**src/rtl/mux_pkg.sv**
```systemverilog
// Shared constants and helpers for the N-channel selectable mux and its arbiter.
package mux_pkg;

    localparam int unsigned DEFAULT_WIDTH = 16;
    localparam int unsigned DEFAULT_N     = 4;

    localparam logic MODE_MANUAL = 1'b0;
    localparam logic MODE_RR     = 1'b1;

    // Index width for n channels; never narrower than one bit.
    function automatic int unsigned sel_w(input int unsigned n);
        return (n <= 2) ? 1 : $clog2(n);
    endfunction

endpackage

```
**src/rtl/rr_arbiter_n.sv**
```systemverilog
// Combinational round-robin arbiter: grants the first requester after the last winner.
module rr_arbiter_n
    import mux_pkg::*;
#(
    parameter int unsigned N     = DEFAULT_N,
    parameter int unsigned SEL_W = sel_w(DEFAULT_N)
) (
    input  logic [N-1:0]     req,
    input  logic [SEL_W-1:0] last,
    output logic [SEL_W-1:0] grant,
    output logic             grant_valid
);

    logic [SEL_W-1:0] idx;

    // Scan last+1 .. last+N modulo N; the first hit wins.
    always_comb begin
        grant       = '0;
        grant_valid = 1'b0;
        idx         = '0;
        for (int unsigned k = 1; k <= N; k++) begin
            idx = SEL_W'((32'(last) + 32'(k)) % N);
            if (!grant_valid && req[idx]) begin
                grant       = idx;
                grant_valid = 1'b1;
            end
        end
    end

endmodule

```
**src/rtl/mux_n_rr_reg.sv**
```systemverilog
// N-channel valid/ready mux with manual or round-robin select and a one-stage output register.
module mux_n_rr_reg
    import mux_pkg::*;
#(
    parameter int unsigned WIDTH = DEFAULT_WIDTH,
    parameter int unsigned N     = DEFAULT_N,
    localparam int unsigned SEL_W = sel_w(N)
) (
    input  logic               clk,
    input  logic               rst_n,
    input  logic [N*WIDTH-1:0] in_data,
    input  logic [N-1:0]       in_valid,
    output logic [N-1:0]       in_ready,
    input  logic               mode,
    input  logic [SEL_W-1:0]   sel,
    output logic [WIDTH-1:0]   out_data,
    output logic               out_valid,
    input  logic               out_ready,
    output logic [SEL_W-1:0]   out_src
);

    logic [SEL_W-1:0] last;
    logic [SEL_W-1:0] rr_grant;
    logic             rr_grant_valid;
    logic [SEL_W-1:0] grant;
    logic             grant_valid;
    logic             load_en;

    rr_arbiter_n #(
        .N     (N),
        .SEL_W (SEL_W)
    ) u_arb (
        .req         (in_valid),
        .last        (last),
        .grant       (rr_grant),
        .grant_valid (rr_grant_valid)
    );

    assign load_en = !out_valid || out_ready;

    // Out-of-range sel (non power-of-two N) must never grant.
    always_comb begin
        grant       = '0;
        grant_valid = 1'b0;
        if (mode == MODE_RR) begin
            grant       = rr_grant;
            grant_valid = rr_grant_valid;
        end else if ((32'(sel) < N) && in_valid[sel]) begin
            grant       = sel;
            grant_valid = 1'b1;
        end
    end

    always_comb begin
        in_ready = '0;
        if (rst_n && load_en && grant_valid) begin
            in_ready[grant] = 1'b1;
        end
    end

    always_ff @(posedge clk) begin
        if (!rst_n) begin
            out_valid <= 1'b0;
            out_data  <= '0;
            out_src   <= '0;
            last      <= SEL_W'(N - 1);
        end else if (load_en && grant_valid) begin
            out_valid <= 1'b1;
            out_data  <= in_data[grant*WIDTH +: WIDTH];
            out_src   <= grant;
            if (mode == MODE_RR) begin
                last <= grant;
            end
        end else if (out_valid && out_ready) begin
            out_valid <= 1'b0;
        end
    end

endmodule

```
**config.mk**
```make
export PLATFORM = sky130hd
export DESIGN_NAME = mux_n_rr_reg
export DESIGN_NICKNAME = d
export VERILOG_FILES = /design/src/rtl/mux_pkg.sv /design/src/rtl/rr_arbiter_n.sv /design/src/rtl/mux_n_rr_reg.sv
export SDC_FILE = /design/constraint.sdc
export NUM_CORES = 1
export LEC_CHECK = 0
export BUFFER_PORTS_ARGS = -buffer_cell sky130_fd_sc_hd__buf_2
export CAP_MARGIN = 20
export CORE_MARGIN = 2
export CORE_UTILIZATION = 43
export CTS_BUF_LIST = sky130_fd_sc_hd__clkbuf_8
export DETAILED_ROUTE_END_ITERATION = 8
export GPL_ROUTABILITY_DRIVEN = 1
export PLACE_DENSITY_LB_ADDON = 0.2
export SETUP_SLACK_MARGIN = 0.1
export SLEW_MARGIN = 20
export SYNTH_ARGS = -nofsm -noshare
export SYNTH_HDL_FRONTEND = slang
export SYNTH_SLANG_ARGS = --single-unit
```
**constraint.sdc**
```tcl
create_clock -name clk -period 2 [get_ports clk]
set_input_delay 0.4 -clock clk [delete_from_list [all_inputs] [get_ports clk]]
set_output_delay 0.4 -clock clk [all_outputs]
set_load 0.05 [all_outputs]
```
-- Yosys cells after proc, flatten, opt, wreduce, memory -nomap -nowiden
Index checks and enable logic that the tools add are counted.
- output and inout bits: 23
- register bits after elaboration: 21
- logic and storage cells: 58
- reduce and logical (&&, ||, !) cells: 15
- muxes and demuxes: 27
- $lt $le $gt $ge: 7
- $add $sub $neg: 4
- shift-type cells: 1
- operator list (kind ; count):
    $shiftx 64x7->16 ; 1
    $lt 2x3->1 const B ; 6
    $mux 1 ; 14
    $mux 2 ; 6
    $bmux 1 s2 ; 5
    $logic_and 1x1->1 ; 8
    $add 2x1->2 const B ; 2
    $add 2x2->2 const B ; 2
    $logic_not 1->1 ; 4
    $mux 4 ; 1
    $demux 1 s2 ; 1
    $ge 2x1->1 const B ; 1
    $reduce_and 2->1 ; 1
    $reduce_bool 2->1 ; 1
    $logic_or 1x1->1 ; 1

-- Logic depth before layout (Yosys ltp)
Gate-level depths: netlist of run 1.
- depth in word-level cells: 19
- depth in mapped cells: 8

-- Modules after synthesis
Synthesis of run 1 repeated with hierarchy kept, for this count alone.
- cell total of the unflattened synthesis: 161
- area total of the unflattened synthesis: 1400.1 um^2
- by module, submodules not included (module ; cells each ; area an instance (um^2) ; times used ; sequential area each (um^2)):
    mux_n_rr_reg ; 147 ; 1308.8 ; 1 ; 420.4
    rr_arbiter_n ; 14 ; 91.3 ; 1 ; 0.0

-- Least setup slack after synthesis of run 1
OpenSTA, ideal clock, no wires.
- kind: input to output
- start: input sel[1]
- end: output in_ready[0]
- data arrival time: 2.845 ns
- required time: 1.600 ns
- setup slack: -1.245 ns
- stages on the path: 6
- path through: mux2_2 a21oi_1 o21ba_1 buf_4 buf_2 nor4_1
- word-level cells in the longest chain between the ends: 9
- elaborated cells between the ends (all ways): 13
- classes of those cells: 2 x order compare; 9 x mux; 2 x reduce/logical
- RTL lines (element ; RTL line ; source):
    from (decl) ; mux_n_rr_reg.sv:15 ; input logic [SEL_W-1:0] sel,
    $bmux 1 s2 ; mux_n_rr_reg.sv:48 ; end else if ((32'(sel) < N) && in_valid[sel]) begin
    $mux 1 (implied by the code) ; mux_n_rr_reg.sv:48 ;
    $mux 2 ; mux_n_rr_reg.sv:48 ;
    $mux 2 ; mux_n_rr_reg.sv:45 ; if (mode == MODE_RR) begin
    $lt 2x3->1 (implied by the code) or $ge 2x1->1 (tied branches) ; mux_n_rr_reg.sv:57 ; in_ready[grant] = 1'b1;
    $logic_and 1x1->1 (implied by the code) ; mux_n_rr_reg.sv:57 ;
    $mux 1 (implied by the code) ; mux_n_rr_reg.sv:57 ;
    $demux 1 s2 ; mux_n_rr_reg.sv:57 ;
    $mux 4 (*) ; mux_n_rr_reg.sv:56 ; if (rst_n && load_en && grant_valid) begin
    to (decl) ; mux_n_rr_reg.sv:13 ; output logic [N-1:0] in_ready,
Every way passes the cells marked *; elsewhere a longest branch is shown, timed or not. The select of a mux whose other input is x is not followed.

-- Worst setup path in the final report of run 1
- start: input in_valid[0]
- end: output in_ready[3]
- word-level cells in the longest chain between the ends: 18
- elaborated cells between the ends (all ways): 35
- classes of those cells: 2 x order compare; 25 x mux; 8 x reduce/logical
- RTL lines (element ; RTL line ; source):
    from (decl) ; mux_n_rr_reg.sv:12 ; input logic [N-1:0] in_valid,
    $bmux 1 s2 ; rr_arbiter_n.sv:23 ; if (!grant_valid && req[idx]) begin
    $mux 1 (implied by the code) ; rr_arbiter_n.sv:23 ;
    $mux 1 ; rr_arbiter_n.sv:23 ;
    $logic_not 1->1 ; rr_arbiter_n.sv:23 ;
    $logic_and 1x1->1 ; rr_arbiter_n.sv:23 ;
    $mux 1 ; rr_arbiter_n.sv:23 ;
    $logic_not 1->1 ; rr_arbiter_n.sv:23 ;
    $logic_and 1x1->1 ; rr_arbiter_n.sv:23 ;
    (+2 left out) ; -- ;
    $logic_and 1x1->1 ; rr_arbiter_n.sv:23 ;
    $mux 2 ; rr_arbiter_n.sv:23 ;
    $mux 2 ; mux_n_rr_reg.sv:45 ;
    $lt 2x3->1 (implied by the code) or $ge 2x1->1 (tied branches) ; mux_n_rr_reg.sv:57 ;
    $logic_and 1x1->1 (implied by the code) ; mux_n_rr_reg.sv:57 ;
    $mux 1 (implied by the code) ; mux_n_rr_reg.sv:57 ;
    $demux 1 s2 ; mux_n_rr_reg.sv:57 ;
    $mux 4 (*) ; mux_n_rr_reg.sv:56 ;
Marked as above.

==> results.md, run 1 <==
- Post-layout total power: 1530 uW
- PwrDens: between 600 and 700 nW/um^2
- TritonCTS clock tree: done
- Clk root buf: clkbuf_8
- Drc violations: 0
- Place WS: -0.195 ns
- GRT overflow: 0
- Relative slew slack: around 74%
- Initial DRT Pass Iterations: 4
- Fin crit period: between 2 and 2.5 ns
- Status: finished, violations left
- Worst hold path class: in2reg
- Routability congestion estimate from global placement: roughly 0.8
- First-pass GRT wire length: 6.44 mm
- Vias per std cell: approximately 5
- Syn nets: ~230
- Crit path max-delay family: compound AO/OA/AOI/OAI gates
- Post-route ant nets: 0
- RSZ-0062 raised after global routing: true
- Gr busiest metal: met2
- Slew @ Worst Pin: 0.385 ns
- H-tree depth: 1
- Rows: 20
- Multi-input gate area: approximately 1100 sq um
- Worst setup EP type: output port
- Global-route met2 utilization: between 40 and 50%
- Clk_skew: about 0.0030 ns
- Fin. Hold Viols: 0
- Post-synthesis cell area: 1410 sq um
- Layout Nets: approximately 350
- Via count: around 1600
- Slowest-stage cell, CP: o41ai_4
- WP data required: about 1.6 ns
- Pleak: roughly 0.0012 uW
- F_max: just under 0.5 GHz
- Floorplan core area: between 3000 and 4000 sq um
- HPWL Detailed: between 3 and 4 mm
- Final slew viol count: 0
- Period utilization: 101%
- Max VDD drop: about 420 uV
- CTS Buffer Depth: 2
- IO Pins: between 90 and 100
- Register area: 424 sq um
- Final setup viols: 4
- Most common cell on crit path: buf_8
- Die ar.: about 3800 sq um
- Post-synth ARST share: 0%
- Chip Width: 61.2 um
- Synthesized area per cell: approximately 9.3 sq um
- Buf/Inv on CP: 2
- Clock Latency Late Sink: 0.26 ns
- WS Path Type: in2out
- Crit path DAT: 1.62 ns
- Ys Warns: 0
- Crit-path max FO: 4
- Initial antenna violation count: 0
- Worst path cell trace: buf_8, o41ai_4, o311ai_4, nand2_4, nor2_4, and3_4, buf_8
- Initial Utilization: between 40% and 50%
- Grt met1 use: between 20% and 30%
- Vias in the first global route: around 1600
- Worst Setup Start Kind: input pin
- Final core occ: a little under 80%
- Synth-to-Final Area Change: 69.8%
- Post-synthesis sequential area ratio: between 20% and 30%
- Post-synth top flop: dfxtp_1
- Reg clk slew, reported paths: around 0.080 ns
- WL per Instance: 13.6 um
- Final worst setup slack: -0.0237 ns
- Synth Register Bits: 21
- Layout cells sized above 1: 56.6%
- Post-synthesis instance total: about 150
- Total track usage: 23.0%
- Die Height: 61.2 um
- Max capacitance violation total: 0
- Diodes inserted: 0
- Buffers on Ports: 96
- CTS sink cnt: 21
- CP max stage delay: 0.41 ns
- Post-synth EDFFs: 0
- Post-Route WL: 4.32 mm
- Largest net degree at the start of global routing: 17
- Fill cells: about 250
- Failing checks: negative setup slack
- DRT iter0 DRCs: 46
- Total CTS buffers: 3
- Post-synth cell types: 32
- Met3 Usage GRT: under 10%
cell usage in the layout, fill, tap and decap left out, drive strengths merged, types with 2 or more instances in the layout:
| master | instances |
|---|---|
| mux2 | 2 |
| nor4 | 2 |
| nor2 | 4 |
| and3 | 2 |
| buf | 127 |
| dfxtp | 21 |
| o21ai | 3 |
| nand2b | 3 |
| clkbuf | 3 |
| nand2 | 36 |
| a21oi | 4 |
| a32o | 16 |
| mux2i | 36 |
| inv | 2 |
| a21boi | 2 |
cell usage after synthesis (2+ instances only):
library cell | instances | share of area (%)
nand2b_1 | 3 | 1.3
mux2i_1 | 36 | 26
buf_6 | 3 | 2.4
nand2_1 | 35 | 9.3
buf_2 | 4 | 1.4
inv_1 | 2 | 0.53
buf_4 | 2 | 1.1
o21ai_0 | 2 | 0.71
a21oi_1 | 3 | 1.1
nor4_1 | 2 | 0.89
nor2_1 | 3 | 0.80
and3_1 | 2 | 0.89
a32o_1 | 16 | 11
dfxtp_1 | 21 | 30
final timing paths:
kind | startpoint | to | slack (ns) | depth (start not counted)
worst min-delay path | rst_n | last[1]$_SDFFE_PN1P_ | 0.33 | 2
worst max register to register | last[1]$_SDFFE_PN1P_ | out_data[15]$_SDFFE_PN0P_ | 0.08 | 9
worst min register to register | out_data[9]$_SDFFE_PN0P_ | out_data[9]$_SDFFE_PN0P_ | 0.46 | 1
worst max-delay path | in_valid[0] | in_ready[3] | -0.02 | 7
where the power goes:
group | internal (uW) | leakage, uW | switching [uW] | total, uW
combinational | 329 | 0.000967 | 429 | 758
clock | 139 | 0.0000255 | 139 | 278
sequential | 468 | 0.000174 | 26.9 | 495
flip-flops by register name, summed over array words and instances (netlist names):
name       cells
out_valid      1
out_data      16
last           2
out_src        2
timing repair:
item                                    in CTS  in global routing
hold buffers                                 0                  0
resized for setup                           34                  7
buffers inserted                             5                  2
endpoints found under the setup margin      11                 14
pin swaps                                   12                  5
gates cloned                                 0                  0
area by class of cell:
type | count | share of cell area [%]
Multi-Input combinational cell | 120 | 44.1
Clock inverter | 1 | 0.209
Inverter | 2 | 0.314
Clock buffer | 3 | 1.73
Sequential cell | 21 | 17.7
Tap cell | 44 | 2.30
Timing Repair Buffer | 127 | 33.6
routing by layer:
metal / part of all wire [%] / routed length, um / up-vias
li1: - / - / 812
met1: 38 / 1650 / 754
met2: 55 / 2390 / 51
met3: 5.2 / 226 / 6
met4: 1.3 / 58 / 0
met5: 0 / 0 / -
kinds of logic after synthesis:
kind of cell | synth area share [%]
AND/OR/NAND/NOR | 16.1
multiplexers | 27.2
flip-flops | 29.8
AO/OA/AOI/OAI | 21.5
buffers and inverters | 5.42
per-stage QoR:
| stage | area [sq um] | TNS [ns] | instances | hold WS, ns |
|---|---|---|---|---|
| after global routing | 2390 | -0.415 | 318 | 0.332 |
| after detailed placement | 2130 | -1.62 | 307 | 0.448 |
| after CTS | 2350 | -0.0906 | 316 | 0.321 |
| final | 2390 | -0.0707 | 318 | 0.327 |
| after global placement | 2130 | -1.21 | 307 | 0.442 |
| after floorplan | 1470 | -0.274 | 152 | 0.462 |
(Power assumes the default switching activity.)
==> run 2, diff against run 1 <==
Settings changed: ABC_AREA from default to 1, BUFFER_PORTS_ARGS -buffer_cell sky130_fd_sc_hd__buf_2 to default, CORE_UTILIZATION 43 to 64, DONT_BUFFER_PORTS from default to 1.
==> results.md, run 2 <==
- Status: finished, violations left
- Failing checks: negative setup slack
- HPWL Detailed: around 3.5 mm
- Gr busiest metal: met2
- Total track usage: 28.9%
- Diodes inserted: 0
- Floorplan core area: 2710 sq um
- WP data required: around 1.6 ns
- Post-synth cell types: 25
- Fin. Hold Viols: 0
- Clk root buf: clkbuf_8
- Post-synth EDFFs: 0
- TritonCTS clock tree: done
- Worst Setup Start Kind: flop
- Worst hold path class: in2reg
- Post-route ant nets: 0
- Post-synth top flop: dfxtp_1
- Total CTS buffers: 3
- Layout cells sized above 1: a little over a quarter
- IO Pins: 97
- Post-layout total power: a little over 2000 uW
- Ys Warns: 0
- Most common cell after layout, fill and taps aside: nand2_1
- Fin crit period: about 2.5 ns
- Pleak: 0.00117 uW
- Fill cells: approximately 170
- Initial antenna violation count: 0
- Clk_skew: 0.00186 ns
- Die ar.: around 3200 sq um
- Clock Latency Late Sink: 0.27 ns
- Via count: approximately 2100
- Final slew viol count: 0
- Synthesized area per cell: about 5.8 sq um
- Routability congestion estimate from global placement: about 0.80
- Final worst setup slack: -0.467 ns
- Total negative setup slack: -2.37 ns
- WL per Instance: 15.2 um
- Die Height: around 57 um
- Buffers on Ports: 0
- Syn nets: ~380
- Post-synthesis sequential area ratio: between 20% and 30%
- Slew @ Worst Pin: 0.543 ns
- Cts hold-fix bufs: 0
- H-tree depth: 1
- WS Path Type: reg2out
- Worst setup EP type: output port
- CTS sink cnt: 21
- Period utilization: 123%
- Global-route met2 utilization: between 50% and 60%
- Top cells by area, synth: dfxtp_1 24%, nand2_1 23%, nand3_1 16%
- GRT overflow: 0
- RSZ-0062 raised after global routing: true
- PwrDens: between 800 and 900 nW/um^2
- CTS Buffer Depth: 2
- Worst Hold Path Cells: 2
- Yosys top cell area share: roughly a quarter
- Initial Utilization: roughly 66%
- Number of flip-flops in the largest register: 16
- Drc violations: 0
- Crit path DAT: 2.07 ns
- Relative slew slack: ~64%
- Synth top cells by count: 111 x nand2_1, 57 x nand3_1, 38 x nor2_1
- Grt met1 use: 32.5%
- Post-route cell area: ~2300 sq um
- F_max: between 0.4 and 0.5 GHz
- Multi-input gate area: around 1400 sq um
- FF-to-FF path depth: 13
- Post-synthesis cell area: 1790 sq um
- Chip Width: approximately 57 um
- Initial DRT Pass Iterations: 5
- Dpl cell area: 2010 sq um
- Reg with most FFs: out_data
- Place WS: -0.176 ns
- Crit-path max FO: 8
- Met3 Usage GRT: 8.99%
- Largest regs: out_data: 16 flops, last: 2 flops, out_src: 2 flops
- Vias in the first global route: about 1800
- Max capacitance violation total: 0
- Register area: ~430 sq um
- Post-synthesis instance total: between 300 and 400
- Reg clk slew, reported paths: approximately 0.070 ns
- Final setup viols: 14
- Vias per std cell: between 5 and 6
- Final core occ: 84.8%
- Post-Route WL: between 5 and 6 mm
- Rows: 19
- Largest net degree at the start of global routing: 39
- Max VDD drop: 900 uV
- Synth-to-Final Area Change: 28.7%
- Layout Nets: 400
- Most frequent cells in the layout: 91 x nand2_1, 53 x nand3_1, 36 x nor2_1
- Post-synth ARST share: 0%
- Cell with the most instances after synthesis: nand2_1
- Synth Register Bits: 21
- Synth area leader: dfxtp_1
- DRT iter0 DRCs: 81
- First-pass GRT wire length: approximately 7.4 mm
==> run 2: per-stage QoR <==
stage	hold slack, ns	std cells
finish	0.262	356
global route	0.267	356
CTS	0.263	353
detailed placement	0.530	345
global placement	0.526	345
floorplan	0.510	310
==> run 2: power breakdown <==
part | switching [uW] | total [uW] | internal, uW | leakage, uW
logic | 613 | 1020 | 406 | 0.000967
clock network | 142 | 281 | 139 | 0.0000255
registers | 266 | 753 | 487 | 0.000174
==> run 2: final cells by class <==
cell class | count | share of cell area (%)
multi-input cells | 250 | 60.0
clock inverters | 1 | 0.218
clock buffers | 3 | 1.80
inverters | 22 | 4.25
repair buffers | 28 | 13.4
well taps | 31 | 1.69
flip-flops and latches | 21 | 18.6
==> run 2: timing repair <==
action | CTS | global route
hold endpoints to repair | 0 | 0
buffers inserted | 4 | 4
gates resized for setup | 23 | 28
setup endpoints to repair | 25 | 25
pin swaps | 22 | 26
==> run 2: cell families after synthesis <==
family,Yosys count,synth area share [%]
buffers and inverters,39,11.8
AOI/OAI and AO/OA,21,6.24
and+or+nand+nor,229,58.4
DFF,21,23.5
==> run 2: routing by layer <==
metal / routed length (um) / vias to the layer above
met5: 0 / -
met3: 509 / 12
met2: 2780 / 109
li1: - / 1024
met1: 2040 / 956
met4: 90 / 0
==> run 2: worst paths after layout <==
check | start | end | slack, ns
hold / removal | rst_n | out_valid$_SDFFE_PN0P_ | 0.26
hold reg to reg | last[1]$_SDFFE_PN1P_ | last[1]$_SDFFE_PN1P_ | 0.59
setup / recovery | last[0]$_SDFFE_PN1P_ | in_ready[2] | -0.47
setup reg to reg | last[0]$_SDFFE_PN1P_ | last[1]$_SDFFE_PN1P_ | -0.11
==> run 2: critical path, cell delays in order, from the launching register on <==
cell and delay (ns):
dfxtp_4 0.40, inv_8 0.11, nand2_4 0.06, nand2_4 0.09, nand2_1 0.09, nand2_2 0.10, inv_2 0.06, nand4_1 0.11
a21oi_2 0.09, nor2_4 0.21, nand2_8 0.10, nor3_4 0.22, buf_12 0.16
==> run 3, diff against run 2 <==
--- a/config.mk
+++ b/config.mk
@@ -12,2 +12,3 @@
 export CTS_BUF_LIST = sky130_fd_sc_hd__clkbuf_8
+export CTS_CLUSTER_DIAMETER = 150
 export DETAILED_ROUTE_END_ITERATION = 8
--- a/constraint.sdc
+++ b/constraint.sdc
@@ -3,2 +3,2 @@
 set_output_delay 0.4 -clock clk [all_outputs]
-set_load 0.05 [all_outputs]
+set_load 0.01 [all_outputs]
==> results.md, run 3 (synthesized netlist as in run 2, its figures left out) <==
- Post-route ant nets: 0
- Drc violations: 0
- Pleak: about 0.0012 uW
- Slew @ Worst Pin: roughly 0.36 ns
- F_max: 0.436 GHz
- Fin crit period: 2.29 ns
- Reg clk slew, reported paths: about 0.08 ns
- Period utilization: 115%
- Clk root buf: clkbuf_8
- Clock Latency Late Sink: ~0.27 ns
- Total negative setup slack: -3.15 ns
- FF-to-FF path depth: 16
- WS Path Type: reg2out
- Via count: 2153
- Comb pwr share: a little under three fifths
- Hold WS: 0.227 ns
- Buffers on Ports: 0
- Max capacitance violation total: 0
- Status: finished, violations left
- Chip Width: approximately 57 um
- Initial DRT Pass Iterations: 4
- Sequential fraction of design power: between 20% and 30%
- Net switching power: approximately 880 uW
- Most common cell after layout, fill and taps aside: nand2_1
- TritonCTS clock tree: done
- WP data required: 1.60 ns
- Clk network pwr share: 14.8%
- Dpl cell area: 1900 sq um
- Post-layout total power: slightly below 2000 uW
- Fin. Hold Viols: 0
- Diodes inserted: 0
- Die ar.: 3230 sq um
- CTS Buffer Depth: 2
- Failing checks: negative setup slack
- Reg with most FFs: out_data
- Worst Setup Start Kind: flop
- First-pass GRT wire length: 7.76 mm
- IO Pins: 97
- Most frequent cells in the layout: 91 x nand2_1, 52 x nand3_1, 30 x nor2_1
- Synth-to-Final Area Change: 31.1%
- Layout Nets: about 400
- Largest regs: out_data: 16 flops, last: 2 flops, out_src: 2 flops
- Final core occ: 86.4%
- Max VDD drop: 821 uV
- DRT iter0 DRCs: 156
- Worst hold path class: in2reg
- CTS sink cnt: 21
- Layout cells sized above 1: between 30 and 40%
- Largest net degree at the start of global routing: 20
- RSZ-0062 raised after global routing: true
- Initial antenna violation count: 0
- Rows: 19
- Cts hold-fix bufs: 0
- Relative slew slack: around three quarters
- Sw Ratio: 44.6%
- Initial Utilization: about two thirds
- Die Height: roughly 57 um
- Crit-path max FO: 7
- Worst setup EP type: output port
- Clk_skew: between 0.003 and 0.004 ns
- Floorplan core area: 2710 sq um
- WL per Instance: between 15 and 20 um
- PwrDens: between 800 and 900 nW/um^2
- Number of flip-flops in the largest register: 16
- Fill cells: 146
- Vias per std cell: around 6.1
- HPWL Detailed: 3.36 mm
- Vias in the first global route: 1852
- Routability congestion estimate from global placement: 0.802
- Final worst setup slack: -0.293 ns
- Post-Route WL: a little over 6 mm
- Final setup viols: 23
- Internal: about 1100 uW
- Total track usage: 30.1%
- Total CTS buffers: 3
- Crit path DAT: between 1.5 and 2 ns
- GRT overflow: 0
- Final slew viol count: 0
- Post-route cell area: around 2300 sq um
- H-tree depth: 1
- Worst Hold Path Cells: 2
## run 3: path summary, 6_finish.rpt
kind                        startpoint                   endpoint  slack [ns]
min reg2reg  out_data[14]$_SDFFE_PN0P_  out_data[14]$_SDFFE_PN0P_        0.56
max reg2reg       last[0]$_SDFFE_PN1P_   out_data[9]$_SDFFE_PN0P_       -0.17
min                              rst_n     out_valid$_SDFFE_PN0P_        0.23
max               last[0]$_SDFFE_PN1P_                in_ready[0]       -0.29
## run 3: layout make-up
cell class                      instances  area, sq um  area share, %
Timing Repair inverter                  1         3.75          0.160
Sequential cell                        21          428           18.3
Timing Repair Buffer                   22          319           13.6
Clock buffer                            3         41.3           1.76
Tap cell                               31         38.8           1.66
Multi-Input combinational cell        250         1410           60.3
Inverter                               22         90.1           3.85
Clock inverter                          1         7.51          0.321
## run 3: timing repair
action	4_1_cts	5_1_grt
pin swaps	24	18
buffers inserted	4	4
resized for setup	39	41
gates cloned	2	3
endpoints found under the setup margin	21	25
## run 3: worst max-delay path: stages (launching register included)
cell and delay (ns):
dfxtp_4 0.39, buf_6 0.14, nand2_4 0.06, nand3_2 0.07, nand2_2 0.11, nor2_2 0.06
nor2_2 0.16, nand2_2 0.11, nand3_4 0.13, nand2_8 0.09, buf_12 0.15, nor3_4 0.15
## run 3: power groups by stage
| stage | clock [uW] | combinational (uW) | sequential, uW |
|---|---|---|---|
| after global routing | 309 | 1190 | 590 |
| final | 292 | 1100 | 583 |
| after global placement | 0 | 753 | 580 |
| after floorplan | 0 | 684 | 559 |
| after CTS | 297 | 899 | 571 |
| after detailed placement | 0 | 765 | 579 |
## run 3: layer usage
metal  up-vias  global-route usage [%]  share of wire [%]
li1       1017                       -                  -
met1       954                    33.6                 34
met2       154                    56.5                 51
met3        28                    7.14                 10
met4         0                    7.97                4.9
met5         -                       0                  0
## run 3: per-stage QoR
| stage | instances | setup slack (ns) |
|---|---|---|
| 2_1_floorplan | 310 | -0.0523 |
| 3_3_place_gp | 336 | 0.0181 |
| 3_5_place_dp | 336 | -0.0577 |
| 4_1_cts | 346 | -0.193 |
| 5_1_grt | 351 | -0.344 |
| 6_report | 351 | -0.293 |
